--- src/rtl/mac_accumulator.sv ---
// Block-floating-point product accumulator: aligns each signed product term to the
// running maximum exponent, sums with saturation and hands one result per group downstream.
module mac_accumulator #(
   parameter int MAX_TERMS = 16
) (
   input  logic        clk,
   input  logic        rst,
   input  logic        in_valid,
   output logic        in_ready,
   input  logic        in_last,
   input  logic [15:0] in_mant,
   input  logic [5:0]  in_exp,
   output logic        out_valid,
   input  logic        out_ready,
   output logic [19:0] signed_sum,
   output logic [5:0]  exp_max,
   output logic        sat
);

   localparam logic [1:0] IDLE  = 2'd0;
   localparam logic [1:0] ACCUM = 2'd1;
   localparam logic [1:0] HOLD  = 2'd2;

   localparam logic [4:0]         LAST_COUNT = 5'(MAX_TERMS);
   localparam logic signed [20:0] POS_LIM    = 21'sd524287;
   localparam logic signed [20:0] NEG_LIM    = -21'sd524287;

   logic [1:0]  state_reg, state_next;
   logic [4:0]  count_reg, count_next;
   logic [19:0] sum_reg, sum_next;
   logic [5:0]  exp_reg, exp_next;
   logic        sat_reg, sat_next;

   logic               accept;
   logic               closing;
   logic [4:0]         count_plus;
   logic [19:0]        mant_ext;
   logic signed [6:0]  exp_diff;
   logic               shift_up;
   logic [6:0]         shift_dn;
   logic signed [19:0] acc_aligned;
   logic signed [19:0] term_aligned;
   logic signed [20:0] sum_wide;
   logic [19:0]        sum_clamped;
   logic               clamp_hit;

   // Arithmetic right shift; anything 20 or wider collapses to pure sign fill.
   function automatic logic signed [19:0] asr20(input logic signed [19:0] v,
                                                input logic [6:0] sh);
      if (sh >= 7'd20) begin
         asr20 = {20{v[19]}};
      end else begin
         asr20 = v >>> sh[4:0];
      end
   endfunction

   assign in_ready   = (state_reg != HOLD);
   assign out_valid  = (state_reg == HOLD);
   assign signed_sum = sum_reg;
   assign exp_max    = exp_reg;
   assign sat        = sat_reg;

   assign accept     = in_valid && in_ready;
   assign count_plus = (state_reg == IDLE) ? 5'd1 : count_reg + 5'd1;
   assign closing    = in_last || (count_plus == LAST_COUNT);
   assign mant_ext   = {{4{in_mant[15]}}, in_mant};

   // Align whichever operand has the smaller exponent down to the larger one.
   assign exp_diff     = $signed({in_exp[5], in_exp}) - $signed({exp_reg[5], exp_reg});
   assign shift_up     = !exp_diff[6] && (exp_diff != 7'sd0);
   assign shift_dn     = 7'(-exp_diff);
   assign acc_aligned  = shift_up ? asr20($signed(sum_reg), exp_diff) : $signed(sum_reg);
   assign term_aligned = shift_up ? $signed(mant_ext) : asr20($signed(mant_ext), shift_dn);
   assign sum_wide     = $signed({acc_aligned[19], acc_aligned})
                       + $signed({term_aligned[19], term_aligned});

   // Symmetric clamp keeps -2^19 out so the normalizer only sees 19-bit magnitudes.
   always_comb begin
      sum_clamped = sum_wide[19:0];
      clamp_hit   = 1'b0;
      if (sum_wide > POS_LIM) begin
         sum_clamped = 20'h7FFFF;
         clamp_hit   = 1'b1;
      end else if (sum_wide < NEG_LIM) begin
         sum_clamped = 20'h80001;
         clamp_hit   = 1'b1;
      end
   end

   always_comb begin
      state_next = state_reg;
      count_next = count_reg;
      sum_next   = sum_reg;
      exp_next   = exp_reg;
      sat_next   = sat_reg;
      case (state_reg)
         IDLE: begin
            if (accept) begin
               sum_next   = mant_ext;
               exp_next   = in_exp;
               count_next = 5'd1;
               sat_next   = 1'b0;
               state_next = closing ? HOLD : ACCUM;
            end
         end
         ACCUM: begin
            if (accept) begin
               count_next = count_plus;
               // A zero term still counts toward the group but must not move the exponent.
               if (in_mant != 16'd0) begin
                  sum_next = sum_clamped;
                  sat_next = sat_reg | clamp_hit;
                  if (shift_up) begin
                     exp_next = in_exp;
                  end
               end
               state_next = closing ? HOLD : ACCUM;
            end
         end
         HOLD: begin
            if (out_ready) begin
               state_next = IDLE;
            end
         end
         default: begin
            state_next = IDLE;
         end
      endcase
   end

   always_ff @(posedge clk or posedge rst) begin
      if (rst) begin
         state_reg <= IDLE;
         count_reg <= 5'd0;
         sum_reg   <= 20'd0;
         exp_reg   <= 6'd0;
         sat_reg   <= 1'b0;
      end else begin
         state_reg <= state_next;
         count_reg <= count_next;
         sum_reg   <= sum_next;
         exp_reg   <= exp_next;
         sat_reg   <= sat_next;
      end
   end

endmodule

--- config.mk ---
export PLATFORM = sky130hd
export DESIGN_NAME = mac_accumulator
export DESIGN_NICKNAME = d
export VERILOG_FILES = /design/src/rtl/mac_accumulator.sv
export SDC_FILE = /design/constraint.sdc
export NUM_CORES = 1
export LEC_CHECK = 0
export CAP_MARGIN = 20
export CELL_PAD_IN_SITES_DETAIL_PLACEMENT = 0
export CELL_PAD_IN_SITES_GLOBAL_PLACEMENT = 2
export CORE_MARGIN = 2
export CORE_UTILIZATION = 31
export DETAILED_ROUTE_END_ITERATION = 8
export MAX_ROUTING_LAYER = met4
export PLACE_DENSITY_LB_ADDON = 0.1
export SYNTH_ARGS = -nofsm -noshare
export SYNTH_HDL_FRONTEND = slang
export SYNTH_SLANG_ARGS = --single-unit
--- constraint.sdc ---
create_clock -name clk -period 5.2 [get_ports clk]
set_clock_uncertainty 0.15 [all_clocks]
set_input_delay 0.52 -clock clk [delete_from_list [all_inputs] [get_ports clk]]
set_output_delay 0.52 -clock clk [all_outputs]
set_load 0.01 [all_outputs]
# --- Word-level counts from Yosys, hierarchy flattened ---
# Index checks and enable logic that the tools add are counted.
totals:
  regBits: 34
  input_bits: 27
  out_inout_bits: 29
  elab_cells: 68
op_classes:
  addsub: 4
  magnitude_cmp: 4
  eq_ne: 10
  shift: 2
  n_mux: 29
  bitwise: 1
  n_reduce_logical: 13
ops:
  columns: ["cell", "n"]
  rows:
  - ["two-way mux 20 bit", 9]
  - ["case mux 20 bit (2 select lines)", 1]
  - ["two-way mux 6 bit", 4]
  - ["adder 20 x 20 -> 21 bit", 1]
  - ["> comparator 21 x 20 -> 1 bit, second input constant", 1]
  - ["< comparator 21 x 20 -> 1 bit, second input constant", 1]
  - [">>> shifter 16 x 5 -> 20 bit", 1]
  - [">>> shifter 20 x 5 -> 20 bit", 1]
  - ["nonzero test 16 bit", 1]
  - ["two-way mux 5 bit", 3]
  - ["greater-or-equal comparator 7 x 5 -> 1 bit, second input constant", 2]
  - ["case mux 6 bit (2 select lines)", 1]
  - ["inequality test 2 bit, second input constant", 5]
  - ["case mux 5 bit (2 select lines)", 1]
  - ["negation 7 bit", 1]
  - ["nonzero test 7 bit", 1]
  - ["subtractor 6 x 6 -> 7 bit", 1]
  - ["two-way mux 2 bit", 3]
  - ["adder 5 x 1 -> 5 bit, second input constant", 1]
  - ["equality test 5 bit, second input constant", 1]
  - ["two-way mux 1 bit", 5]
  - ["AND reduction 5 bit", 1]
  - ["inequality test 2 x 1 -> 1 bit, second input constant", 2]
  - ["case mux 2 bit (2 select lines)", 1]
  - ["other kinds (13)", 14]

# --- Longest topological paths before layout ---
# Gate-level depths: netlist of the first run.
logic_depth:
  word_depth: 13
  depth_mapped: 26
  ltp_nobuf: 24

# --- Worst setup path after synthesis of the first run ---
# No wires, ideal clock.
synth_path:
  kind: "input to register"
  from: "in in_exp[0]"
  to: "reg sum_reg[0] (netlist: signed_sum[0])"
  setup_ps: 80
  t_arrival_ps: 5330
  required_time_ps: 4970
  path_slack_ps: -361
  path_stages: 21
  path_buffers: 2
  path_cell_list: "inv_1 ha_1 fa_1 ha_1 buf_1 buf_1 mux4_2 a21oi_1 a31oi_1 a311oi_1 nor3_1 ha_1 and2_4 a221o_1 o21ai_2 a211oi_1 or4_4 a211oi_2 nand4_1 o211a_1 o22ai_2"
synth_between:
  elab_chain_cells: 12
  elab_cells_between_ends: 21
  classes_between: "add/sub (3); order compare (4); shift (2); mux (9); reduce/logical (3)"
synth_rtl:
  columns: ["element", "line", "source"]
  rows:
  - ["from (decl)", "12", "input logic [5:0] in_exp,"]
  - ["subtractor 6 x 6 -> 7 bit *", "69", "assign exp_diff = $signed({in_exp[5], in_exp}) - $signed({exp_reg[5], exp_reg});"]
  - ["negation 7 bit", "71", "assign shift_dn = 7'(-exp_diff);"]
  - ["greater-or-equal comparator 7 x 5 -> 1 bit / >>> shifter 16 x 5 -> 20 bit (equally long branches)", "50, 53", null]
  - ["two-way mux 20 bit", "50", "if (sh >= 7'd20) begin"]
  - ["two-way mux 20 bit", "73", "assign term_aligned = shift_up ? $signed(mant_ext) : asr20($signed(mant_ext), shift_dn);"]
  - ["adder 20 x 20 -> 21 bit *", "75", "+ $signed({term_aligned[19], term_aligned});"]
  - ["< comparator 21 x 20 -> 1 bit", "84", "end else if (sum_wide < NEG_LIM) begin"]
  - ["two-way mux 20 bit", "84", null]
  - ["two-way mux 20 bit *", "81", "if (sum_wide > POS_LIM) begin"]
  - ["two-way mux 20 bit *", "110", "if (in_mant != 16'd0) begin"]
  - ["two-way mux 20 bit *", "107", "if (accept) begin"]
  - ["case mux 20 bit (2 select lines) *", "96", "case (state_reg)"]
  - ["to (signal assigned)", "141", "sum_reg <= sum_next;"]
  - ["to (decl)", "30", "logic [19:0] sum_reg, sum_next;"]
# Mark *: on every way between the ends. The rest lies on a longest branch, timed or not. The select of a mux whose other input is x is not followed.
# A chain may end at the register's enable or synchronous reset.

# --- Worst setup path in the final report of the first run ---
layout_path:
  from: "reg exp_reg[0] (netlist: exp_max[0])"
  to: "reg sum_reg[0] (netlist: signed_sum[0])"
layout_between:
  elab_chain_cells: 12
  elab_cells_between_ends: 21
  classes_between: "add/sub (3); order compare (4); shift (2); mux (9); reduce/logical (3)"
layout_rtl:
  columns: ["element", "line", "source"]
  rows:
  - ["from (decl)", "31", "logic [5:0] exp_reg, exp_next;"]
  - ["from (signal assigned)", "142", "exp_reg <= exp_next;"]
  - ["subtractor 6 x 6 -> 7 bit *", "69", null]
  - ["negation 7 bit", "71", null]
  - ["greater-or-equal comparator 7 x 5 -> 1 bit / >>> shifter 16 x 5 -> 20 bit (equally long branches)", "50, 53", null]
  - ["two-way mux 20 bit", "50", null]
  - ["two-way mux 20 bit", "73", null]
  - ["adder 20 x 20 -> 21 bit *", "75", null]
  - ["< comparator 21 x 20 -> 1 bit", "84", null]
  - ["two-way mux 20 bit", "84", null]
  - ["two-way mux 20 bit *", "81", null]
  - ["two-way mux 20 bit *", "110", null]
  - ["two-way mux 20 bit *", "107", null]
  - ["case mux 20 bit (2 select lines) *", "96", null]
# Marks and branches as above.

==> metrics.cfg, run 1 <==
[outcome]
status=complete, but fails checks
violations=setup timing

[die]
core_area_um2=17100
initial_core_util=0.313
die_x_um=135
die_h_um=135
die-area_um2=18300
row_count=48
io_pins=56

[setup_path]
cp_num_buf_inv=8
crit_slowest_cell=fa_2
crit_path_frequent_cell=buf_4
critical_path.top_delay_family=simple AND/OR/NAND/NOR gates
endpoint_kind=flip-flop
reg2reg_depth=25
start_kind=flip-flop
r2r-start=exp_max[0]$_DFFE_PP0P_
arrival_ns=5.36
cpPeakStageDelay_ns=0.57
critPathKind=reg2reg
r2r_setup_slack_ns=-0.09
crit_fanout=6
worstReg2RegEnd=signed_sum[0]$_DFFE_PP0P_
crit_required_ns=5.27

[yosys]
synthFlopType=dfrtp_1
yosysSeqAreaShare=0.159
syn-mean-instance-area_um2=7.29
syn_inst=735
synth.net_count=792
synth.most_common_cell=nand2_1
synth_cell_types=80
postSynth.asyncResetShare=1.00
synth-seq-cells=34
syn_area_um2=5360
synth_area_leader_cell=dfrtp_1
synth_edf_count=0
yosys.area.top_type_share=0.159
yosysWarningCount=0
synth_top_cells_by_area=dfrtp_1, nand2_1, ha_1, mux2i_1, a21oi_1
yosys-top-cells-count=nand2_1, nor2_1, a21oi_1

[clock_tree]
tritoncts=done
clock-root-buffer=clkbuf_16
clkTransAtPathRegs_ns=0.06
ctsHoldBuffers=0
htreeDepth=2
numCtsBuffers=5
clock_path_buffers=2
clk_latency_ns=0.29
clkSinkCount=34

[cells_and_area]
diodes=0
drive_gt1_frac=0.464
fin_nets=1072
area_delta_synth_final_pct=76.7
largest_reg_flops=20

[timing]
worstMarginPinSlew_ns=0.765
final.period_utilization=1.02
setup_viol=13
clock.fmax_ghz=0.189
rsz0062_at_grt=yes
fin_ws_ns=-0.0909
hold_viol_final=0
slew_viol_final=0
period_minus_slack_ns=5.29
timing.slew.headroom=0.489

[global_route]
overflow=0
grt_pass1_vias=6967
grt_max_degree=35
grt_use_total=0.279
antenna_found_initial=0
grt_pass1_wl_mm=38.5

[worst_hold_path]
min_to=exp_max[0]$_DFFE_PP0P_
whs_path_depth=2
hp-start=in_exp[0]
hp-class=in2reg

[drt]
antenna_left=0
vias=6945
drt_iter0_markers=381
firstDrtPassIters=6
finalWirelength_mm=25.1
avgViaCountPerCell=5.60
drt_drc_violations_left=0
wl_per_cell_um=20.2

[flow_run]
maxCapViolations=0

[place]
preCtsSetupSlack_ns=-1.28
io_buffers=55
dp_hpwl_mm=18.9
gp_congestion=0.962

[stage by stage]
step	hold WS (ns)	TNS, ns	util	cells	area, um2
final	0.343	-0.466	0.553	1241	9460
after global routing	0.345	-3.59	0.553	1241	9460
after CTS	0.342	-0.0119	0.526	1227	9000
after floorplan	0.327	0	-	735	5380
after detailed placement	0.347	-23.85	0.451	1189	7720
after global placement	0.346	-22.35	0.451	1189	7720
[worst max-delay path by stage]
stage                                 startpoint                    endpoint  slack, ns  cells past startpoint
final                     exp_max[0]$_DFFE_PP0P_   signed_sum[0]$_DFFE_PP0P_      -0.09                     25
after global routing      exp_max[0]$_DFFE_PP0P_   signed_sum[4]$_DFFE_PP0P_      -0.25                     23
after CTS                 exp_max[0]$_DFFE_PP0P_   signed_sum[0]$_DFFE_PP0P_      -0.01                     26
after detailed placement               in_exp[0]  signed_sum[17]$_DFFE_PP0P_      -1.28                     23
after global placement                 in_exp[0]   signed_sum[7]$_DFFE_PP0P_      -1.22                     21
after floorplan                        in_exp[0]   signed_sum[0]$_DFFE_PP0P_      0.004                     24
[layout by cell type (no fill, tap or decap), types with 7 or more instances in the layout]
cell | Yosys | routed
buf_12 | 0 | 8
nor2_1 | 69 | 61
a31oi_1 | 14 | 7
o21ai_1 | 11 | 11
inv_1 | 23 | 20
buf_6 | 2 | 19
a211oi_2 | 1 | 10
nand3_1 | 24 | 22
buf_4 | 1 | 236
mux2_2 | 8 | 7
ha_4 | 0 | 14
a211oi_1 | 20 | 10
mux2i_1 | 32 | 23
a21o_1 | 9 | 8
nor2b_1 | 15 | 12
a21oi_1 | 59 | 43
nor3_1 | 16 | 10
o21ai_0 | 42 | 23
o21a_1 | 18 | 17
ha_1 | 28 | 11
a21oi_2 | 1 | 14
clkdlybuf4s50_1 | 0 | 50
o21ai_2 | 2 | 16
nand2_1 | 105 | 98
mux4_2 | 10 | 10
dfrtp_1 | 34 | 34
o211ai_1 | 7 | 7
xnor2_1 | 11 | 10
[per-layer routing]
layer | wire (um) | track usage | up-vias
met5 | 0 | - | -
met4 | 508 | 0.0527 | 0
met3 | 1050 | 0.0318 | 37
met2 | 12700 | 0.484 | 195
met1 | 10800 | 0.353 | 3424
li1 | - | - | 3289
[cell families after synthesis]
group | Yosys count | share of synthesized area
AOI/OAI and AO/OA | 255 | 0.320
xor gates and xnor gates | 19 | 0.0325
adders and majority gates | 30 | 0.0729
buffers and inverters | 72 | 0.0582
DFF | 34 | 0.159
muxes | 52 | 0.123
and+or+nand+nor | 273 | 0.234
[cell type report]
class | instances | area (um2)
inverters | 24 | 90.1
multi-input cells | 629 | 5270
repair buffers | 321 | 2780
well taps | 225 | 282
flip-flops and latches | 34 | 851
fillers | 1603 | 7650
clock inverters | 3 | 68.8
clock buffers | 5 | 125
[what timing repair did]
| action | 4_1_cts | 5_1_grt |
|---|---|---|
| pin swaps | 61 | 53 |
| gates cloned | 3 | 0 |
| endpoints found under the setup margin | 21 | 21 |
| gates resized for setup | 170 | 76 |
| buffers inserted | 27 | 14 |
Power of run 1 is not shown: default switching activity piles up to over one toggle a cycle in this logic, so the estimate is an artifact.
==> run 2: changes to the inputs <==
--- a/config.mk
+++ b/config.mk
@@ -13,6 +13,7 @@
 export DETAILED_ROUTE_END_ITERATION = 8
 export MAX_ROUTING_LAYER = met4
 export PLACE_DENSITY_LB_ADDON = 0.1
+export REMOVE_ABC_BUFFERS = 1
 export SYNTH_ARGS = -nofsm -noshare
 export SYNTH_HDL_FRONTEND = slang
 export SYNTH_SLANG_ARGS = --single-unit
==> run 2 against run 1 <==
The flow still finishes with violations (setup timing). Cell count down 0.97%. Routed wire length down 2.6%. Sequential share of layout area up 0.076 points. Critical path depth down 3. Worst hold slack worse by 0.013 ns. First-iteration DRC count up 23%. Highest routed layer unchanged.
==> metrics.cfg, run 2 (synthesis results as in run 1) <==
[timing]
clock.fmax_ghz=0.190
setup_viol=9
period_minus_slack_ns=5.28
worstMarginPinSlew_ns=0.808
rsz0062_at_grt=yes
fin_tns_setup_ns=-0.321
final.period_utilization=1.01
fin_ws_ns=-0.0752
hold_viol_final=0
timing.slew.headroom=0.459
slew_viol_final=0

[global_route]
grt_max_degree=35
grt_pass1_wl_mm=37.2
grt_pass1_vias=6690
overflow=0
antenna_found_initial=0
grt_use_total=0.270

[clock_tree]
clkSinkCount=34
clock-root-buffer=clkbuf_16
tritoncts=done
clock_path_buffers=2
htreeDepth=2
numCtsBuffers=5
ctsHoldBuffers=0
clk_latency_ns=0.30
clkTransAtPathRegs_ns=0.06

[drt]
antenna_left=0
wl_per_cell_um=19.9
finalWirelength_mm=24.4
vias=6874
firstDrtPassIters=5
avgViaCountPerCell=5.59
drt_drc_violations_left=0
drt_iter0_markers=470

[cells_and_area]
multi_input_area_um2=5270
largest_reg_flops=20
diodes=0
mostFrequentLayoutCells=buf_4, nand2_1, nor2_1
fin_nets=1060
nFillCells=1614
drive_gt1_frac=0.455
final_common_cell=buf_4
area_delta_synth_final_pct=75.2
seq_area_um2=851

[worst_hold_path]
hp-class=in2reg
whs_path_depth=2

[setup_path]
r2r_setup_slack_ns=-0.08
crit_slowest_cell=fa_2
worstPathCellList=ha_4, fa_2, ha_4, buf_12, mux2_4, o21ai_4, mux2_1, a21oi_1, a311oi_1, nor3_2, ha_1, nand2_1, nor3_4, o21ai_4, buf_4, a31oi_4, o22ai_4, buf_4, o21a_1, buf_12, o211ai_1, o221ai_1
start_kind=flip-flop
crit_fanout=11
critPathKind=reg2reg
worstReg2RegEnd=signed_sum[1]$_DFFE_PP0P_
reg2reg_depth=22
arrival_ns=5.26
startpoint=exp_max[0]$_DFFE_PP0P_
endpoint_kind=flip-flop
r2r-start=exp_max[0]$_DFFE_PP0P_
worstSetupEndpoint=signed_sum[1]$_DFFE_PP0P_
cpPeakStageDelay_ns=0.63
crit_required_ns=5.19

[die]
die_x_um=135
row_count=48
core_area_um2=17100
die_h_um=135
die-area_um2=18300
io_pins=56
initial_core_util=0.313

[outcome]
status=complete, but fails checks
violations=setup timing

[flow_run]
maxCapViolations=0

[place]
dp_hpwl_mm=18.1
io_buffers=55
gp_congestion=0.959

==> run 2: how the worst min path moves through the flow <==
stage,start,endpoint
final,in_exp[0],exp_max[0]$_DFFE_PP0P_
after global routing,in_exp[0],exp_max[0]$_DFFE_PP0P_
after CTS,in_exp[0],exp_max[0]$_DFFE_PP0P_
after detailed placement,sat$_DFFE_PP0P_,sat$_DFFE_PP0P_
after global placement,sat$_DFFE_PP0P_,sat$_DFFE_PP0P_
after floorplan,count_reg[4]$_DFFE_PP0P_,count_reg[4]$_DFFE_PP0P_
==> run 2: what timing repair did <==
action / CTS / global route
pin swaps: 73 / 70
gates resized for setup: 162 / 98
endpoints found under the setup margin: 21 / 21
cloned: 2 / 0
buffers inserted: 32 / 15
==> run 2: area by class of cell <==
type / count / share of cell area
clock buffer: 5 / 0.0133
clock inverter: 3 / 0.00733
inverter: 24 / 0.00960
multi-input combinational: 629 / 0.562
sequential: 34 / 0.0907
tap: 225 / 0.0300
timing repair buffer: 309 / 0.287
==> run 2: per-stage QoR <==
| step | hold slack (ns) | instance area (um2) | worst slack, ns | util | instances |
|---|---|---|---|---|---|
| finish | 0.330 | 9380 | -0.0752 | 0.548 | 1229 |
| global route | 0.343 | 9380 | -0.289 | 0.548 | 1229 |
| CTS | 0.334 | 8770 | -0.121 | 0.512 | 1214 |
| detailed placement | 0.339 | 7620 | -1.19 | 0.445 | 1176 |
| global placement | 0.334 | 7620 | -1.21 | 0.445 | 1176 |
| floorplan | 0.327 | 5130 | -0.984 | - | 687 |
==> run 2: worst max-delay path, delay by kind of cell, from the launching register on <==
| family | cells | cell delay [ns] |
|---|---|---|
| mux | 2 | 0.47 |
| buf+inv | 4 | 0.61 |
| simple gates | 3 | 0.49 |
| flops | 1 | 0.41 |
| fa+ha+maj | 4 | 1.42 |
| compound gates | 9 | 1.54 |
==> run 2: per-layer routing <==
| layer | vias up | wire length [um] | GRT usage |
|---|---|---|---|
| met1 | 3399 | 11400 | 0.361 |
| met5 | - | 0 | - |
| met3 | 31 | 957 | 0.0299 |
| met4 | 0 | 602 | 0.0880 |
| met2 | 175 | 11500 | 0.428 |
| li1 | 3269 | - | - |
Power of run 2 is left out for the same reason.
